[src/rtl/pipe_ctrl_pkg.sv]
// Shared definitions for the pipeline stall/flush controller: stop polarity,
// per-requester stall vectors and FSM state encoding.
package pipe_ctrl_pkg;

    // Per-stage hold polarity on the stall vector.
    localparam logic STOP    = 1'b1;
    localparam logic NO_STOP = 1'b0;

    // Stall vectors, bit0 PC ... bit5 WB. The stage after the requester is left
    // running so it drains into a bubble.
    localparam logic [5:0] StallNone = {6{NO_STOP}};
    localparam logic [5:0] StallIf   = {{4{NO_STOP}}, {2{STOP}}};
    localparam logic [5:0] StallId   = {{3{NO_STOP}}, {3{STOP}}};
    localparam logic [5:0] StallEx   = {{2{NO_STOP}}, {4{STOP}}};
    localparam logic [5:0] StallMem  = {NO_STOP, {5{STOP}}};
    localparam logic [5:0] StallAll  = {6{STOP}};

    typedef enum logic [1:0] {
        StRun    = 2'd0,
        StHold   = 2'd1,
        StFreeze = 2'd2,
        StFlush  = 2'd3
    } state_e;

endpackage

[src/rtl/pipe_ctrl_stall_encoder.sv]
// stall_encoder: priority encoder from the four stall requests to the stall
// vector; the deepest requesting stage wins.
module stall_encoder
    import pipe_ctrl_pkg::*;
(
    input  logic       i_req_if,
    input  logic       i_req_id,
    input  logic       i_req_ex,
    input  logic       i_req_mem,
    output logic [5:0] o_stall
);

    // Deepest stage first so a later hazard freezes everything upstream of it.
    always_comb begin
        o_stall = StallNone;
        if (i_req_mem) begin
            o_stall = StallMem;
        end else if (i_req_ex) begin
            o_stall = StallEx;
        end else if (i_req_id) begin
            o_stall = StallId;
        end else if (i_req_if) begin
            o_stall = StallIf;
        end
    end

endmodule

[src/rtl/pipe_ctrl.sv]
// pipe_ctrl: pipeline stall/flush controller with a stall watchdog.
// Optional feature: define PIPE_CTRL_PERF_EN to build the stall_cycles counter;
// otherwise stall_cycles is tied to zero and no counter flops exist.
module pipe_ctrl
    import pipe_ctrl_pkg::*;
#(
    parameter int unsigned TIMEOUT_CYCLES = 1024,
    parameter logic [31:0] EXCP_VECTOR    = 32'h0000_0020
) (
    input  logic        clk,
    input  logic        rst,
    input  logic        stallreq_if,
    input  logic        stallreq_id,
    input  logic        stallreq_ex,
    input  logic        stallreq_mem,
    input  logic        excp_req,
    output logic [5:0]  stall,
    output logic        flush,
    output logic [31:0] new_pc,
    output logic        timeout_err,
    output logic [31:0] stall_cycles
);

    localparam logic [15:0] HoldLimit = 16'(TIMEOUT_CYCLES - 1);

    state_e      r_state;
    logic [15:0] r_hold_cnt;
    logic        r_flush;
    logic [31:0] r_new_pc;
    logic        r_timeout_err;

    logic [5:0]  w_enc_stall;
    logic        w_any_req;

    assign w_any_req = stallreq_if | stallreq_id | stallreq_ex | stallreq_mem;

    stall_encoder u_stall_encoder (
        .i_req_if  (stallreq_if),
        .i_req_id  (stallreq_id),
        .i_req_ex  (stallreq_ex),
        .i_req_mem (stallreq_mem),
        .o_stall   (w_enc_stall)
    );

    // Stall vector: live from requests in RUN/HOLD, full freeze on exception.
    always_comb begin
        stall = StallNone;
        if (!rst) begin
            unique case (r_state)
                StRun, StHold: stall = excp_req ? StallAll : w_enc_stall;
                StFreeze:      stall = StallAll;
                StFlush:       stall = StallNone;
                default:       stall = StallNone;
            endcase
        end
    end

    // Control FSM with registered flush/new_pc/watchdog outputs.
    always_ff @(posedge clk) begin
        if (rst) begin
            r_state       <= StRun;
            r_hold_cnt    <= '0;
            r_flush       <= 1'b0;
            r_new_pc      <= '0;
            r_timeout_err <= 1'b0;
        end else begin
            r_flush  <= 1'b0;
            r_new_pc <= '0;
            unique case (r_state)
                StRun: begin
                    r_hold_cnt <= '0;
                    if (excp_req) begin
                        r_state <= StFreeze;
                    end else if (w_any_req) begin
                        r_state <= StHold;
                    end
                end
                StHold: begin
                    // Exception outranks both release and the watchdog.
                    if (excp_req) begin
                        r_state    <= StFreeze;
                        r_hold_cnt <= '0;
                    end else if (!w_any_req) begin
                        r_state    <= StRun;
                        r_hold_cnt <= '0;
                    end else if (r_hold_cnt == HoldLimit) begin
                        r_state       <= StFreeze;
                        r_hold_cnt    <= '0;
                        r_timeout_err <= 1'b1;
                    end else begin
                        r_hold_cnt <= r_hold_cnt + 16'd1;
                    end
                end
                StFreeze: begin
                    // Flush goes out registered alongside the FLUSH state.
                    r_state  <= StFlush;
                    r_flush  <= 1'b1;
                    r_new_pc <= EXCP_VECTOR;
                end
                StFlush: begin
                    r_state <= StRun;
                end
                default: begin
                    r_state <= StRun;
                end
            endcase
        end
    end

    assign flush       = r_flush;
    assign new_pc      = r_new_pc;
    assign timeout_err = r_timeout_err;

`ifdef PIPE_CTRL_PERF_EN
    logic [31:0] r_stall_cycles;

    // Count cycles with the PC held, saturating at all-ones.
    always_ff @(posedge clk) begin
        if (rst) begin
            r_stall_cycles <= '0;
        end else if (stall[0] == STOP && r_stall_cycles != 32'hFFFF_FFFF) begin
            r_stall_cycles <= r_stall_cycles + 32'd1;
        end
    end

    assign stall_cycles = r_stall_cycles;
`else
    assign stall_cycles = '0;
`endif

endmodule

[config.mk]
export PLATFORM = sky130hd
export DESIGN_NAME = pipe_ctrl
export DESIGN_NICKNAME = d
export VERILOG_FILES = /design/src/rtl/pipe_ctrl_pkg.sv /design/src/rtl/pipe_ctrl_stall_encoder.sv /design/src/rtl/pipe_ctrl.sv
export SDC_FILE = /design/constraint.sdc
export NUM_CORES = 1
export LEC_CHECK = 0
export CAP_MARGIN = 25
export CORE_UTILIZATION = 43
export DETAILED_ROUTE_END_ITERATION = 16
export GPL_ROUTABILITY_DRIVEN = 0
export HOLD_SLACK_MARGIN = 0.08
export PLACE_DENSITY = 0.86
export SYNTH_ARGS = -nofsm -noshare
export SYNTH_HDL_FRONTEND = slang
export SYNTH_SLANG_ARGS = --single-unit
[constraint.sdc]
create_clock -name clk -period 4.4 [get_ports clk]
set_clock_uncertainty 0.05 [all_clocks]
set_input_delay 0.66 -clock clk [delete_from_list [all_inputs] [get_ports clk]]
set_output_delay 0.66 -clock clk [all_outputs]
set_load 0.03 [all_outputs]
==> flow_summary.yaml <==
job:
  maxCapViolations: 0
synth:
  synth-async-reset-ratio: 0
  ys_ff_latch: 20
  synth_cell_types: 32
  synth.yosys.warnings: 0
  syn_avg_cell_area_sq_um: 8.05
  yosysTopAreaCell: "buf_4"
  synth.top_cell.area_share: 0.323
  ys.flop_type: "dfxtp_1"
  synth-edff-count: 0
  syn_area_sq_mm: 0.00151
  synth-seq-area-share: 0.265
  synthTopCellsByArea: "buf_4 32%, dfxtp_1 26%, xnor2_1 5.8%, nor2_1 5.2%, a21oi_1 3.0%"
  syn_inst: 188
critical_path:
  start_kind: "input pin"
  cp.required_ps: 3690
  r2r_slack_ps: 2390
  endpoint_kind: "primary output"
  reg2reg_from: "r_hold_cnt[0]"
  crit_top_cell: "clkdlybuf4s50_1"
  critPathMaxStageDelay_ps: 690
  cp_cell_sequence: "clkdlybuf4s50_1 > a21o_1 > a21oi_1 > clkdlybuf4s50_1"
  arrival_ps: 2440
  crit_type: "input pin to primary output"
  crit_fanout: 13
  reg2reg_depth: 5
  r2r_end: "r_hold_cnt[6]"
  crit_slowest_cell: "clkdlybuf4s50_1"
power_and_ir_drop:
  power_density_mw_per_mm2: 267
  ir_drop_v: 0.000172
  power.leakage_nw: 0.554
  p_total_uw: 389
sta:
  fin_crit_sh: 0.716
  period_needed_ps: 3150
  rsz0062_at_grt: "false"
  tns_ps: 0
  slew_violations: 0
  timing.slew.headroom: 0.488
  clock.fmax_mhz: 317
  worst_pin_slew_ps: 758
  hold_viol: 0
  setup_viol: 0
cells_and_area:
  drive_gt1_frac: 0.0303
  syn_to_final_growth_pct: -3.47
  final_cells: 244
  diodes: 0
  multi_input_area_sq_um: 822
  regArea_sq_um: 400
  fin_nets: 208
  nFillCells: 363
floorplanning:
  die_area_sq_mm: 0.00376
  core_area_sq_mm: 0.00336
  die_h_um: 61.3
  fp.dieW_um: 61.3
  rows: 21
  initial_core_util: 0.450
  pin_count: 79
min_path:
  min_from: "timeout_err"
  hold_path_class: "register to register"
  worstHoldEndpoint: "timeout_err"
  hold_depth: 2
clocking:
  numCtsBuffers: 3
  htreeDepth: 1
  cts_hold_buf: 0
  cts_sinks: 20
  cts_tree: "built"
  clkTransAtPathRegs_ps: 100
  ctsResizeCount: 0
  cts_setup_buffers: 0
  clk_latency_ps: 290
  cts_root_buffer: "clkbuf_4"
  clockBufferDepth: 2
grt:
  grt_max_degree: 20
  grt_usage: 0.125
  antenna_found_initial: 0
  grt_pass1_wl_um: 3550
  grt_overflow: 0
  grt_pass1_vias: 839
place:
  dp_hpwl_um: 1660
  port-buffer-count: 15
  place_inst: 241
routing:
  drtIter0Drc: 11
  routed_via_density: 4.36
  wire_per_inst_um: 9.04
  vias: 1063
  ant_nets: 0
  wl_um: 2210
  firstDrtPassIters: 5
  drc: 0
status:
  status: "finished, final reports clean"
==> final cells by class <==
| cell class | instances | area share |
|---|---|---|
| tap | 46 | 0.0394 |
| multi-input combinational | 158 | 0.563 |
| clock buffer | 3 | 0.0154 |
| timing repair buffer | 15 | 0.103 |
| sequential | 20 | 0.274 |
| inverter | 2 | 0.00514 |
==> cell usage after synthesis, types with 4 or more instances <==
library cell  number
nand2_1            7
xnor2_1           10
nand4_1            5
nor4_1             6
nand2b_1           4
nor3_1             8
buf_4             65
dfxtp_1           20
a21oi_1            9
nor2_1            21
==> through the flow <==
stage / area (sq um) / hold WS [ps] / setup slack (ps) / util
6_report: 1460 / 440 / 1250 / 0.434
5_1_grt: 1460 / 455 / 1130 / 0.434
4_1_cts: 1460 / 444 / 1240 / 0.434
3_5_place_dp: 1440 / 417 / 1260 / 0.427
3_3_place_gp: 1440 / 426 / 1300 / 0.427
2_1_floorplan: 1750 / 425 / 1840 / -
==> flip-flops by register name, summed over array words and instances (netlist names) <==
signal / cells
r_state: 2
new_pc: 1
timeout_err: 1
r_hold_cnt: 16
==> worst max-delay path by stage <==
stage,from,endpoint,slack (ps),cells after the start
global placement,rst,stall[0],1300,4
finish,rst,stall[0],1250,4
global route,rst,stall[1],1130,4
detailed placement,rst,stall[0],1260,4
CTS,rst,stall[0],1240,4
floorplan,rst,stall[1],1840,4
==> worst max-delay path, delay by kind of cell <==
kind                   cells  cell delay (ps)
buffers and inverters      2             1310
AOI/OAI and AO/OA          2              460
==> power breakdown <==
part | switching (mW) | internal (mW) | leakage (nW)
registers | 0.00468 | 0.183 | 0.162
logic | 0.0965 | 0.0205 | 0.379
clock network | 0.0525 | 0.0319 | 0.0138
==> cells in the final DEF (no fill, tap or decap), types with 2 or more instances in the layout <==
cell type	instances
nand2b_1	4
nor3b_1	2
clkdlybuf4s50_1	15
nand3_1	3
xor2_1	2
nand4_1	5
nor3_1	8
nor2_1	21
o21ai_0	3
nor4_1	6
clkbuf_4	3
inv_1	2
nand3b_1	3
dfxtp_1	20
xnor2_1	10
nand2_1	7
a21oi_1	9
conb_1	63
==> cell families (layout without fill, tap and decap cells) <==
group / Yosys count / after routing / synth area share
AO/OA/AOI/OAI: 16 / 16 / 0.0637
other: 1 / 63 / 0.00248
XOR/XNOR: 12 / 12 / 0.0695
adder cells (fa/ha/maj): 1 / 1 / 0.00827
buffers and inverters: 72 / 20 / 0.346
AND/OR/NAND/NOR: 66 / 66 / 0.246
flip-flops: 20 / 20 / 0.265
==> layer usage <==
layer  GRT usage  routed length, um  vias to the layer above
li1            -                  -                      525
met1       0.153                964                      486
met2       0.203               1050                       50
met3      0.0441                172                        2
met4      0.0455                 16                        0
met5           0                  0                        -
Note: power is estimated with default switching activity, not from simulation.
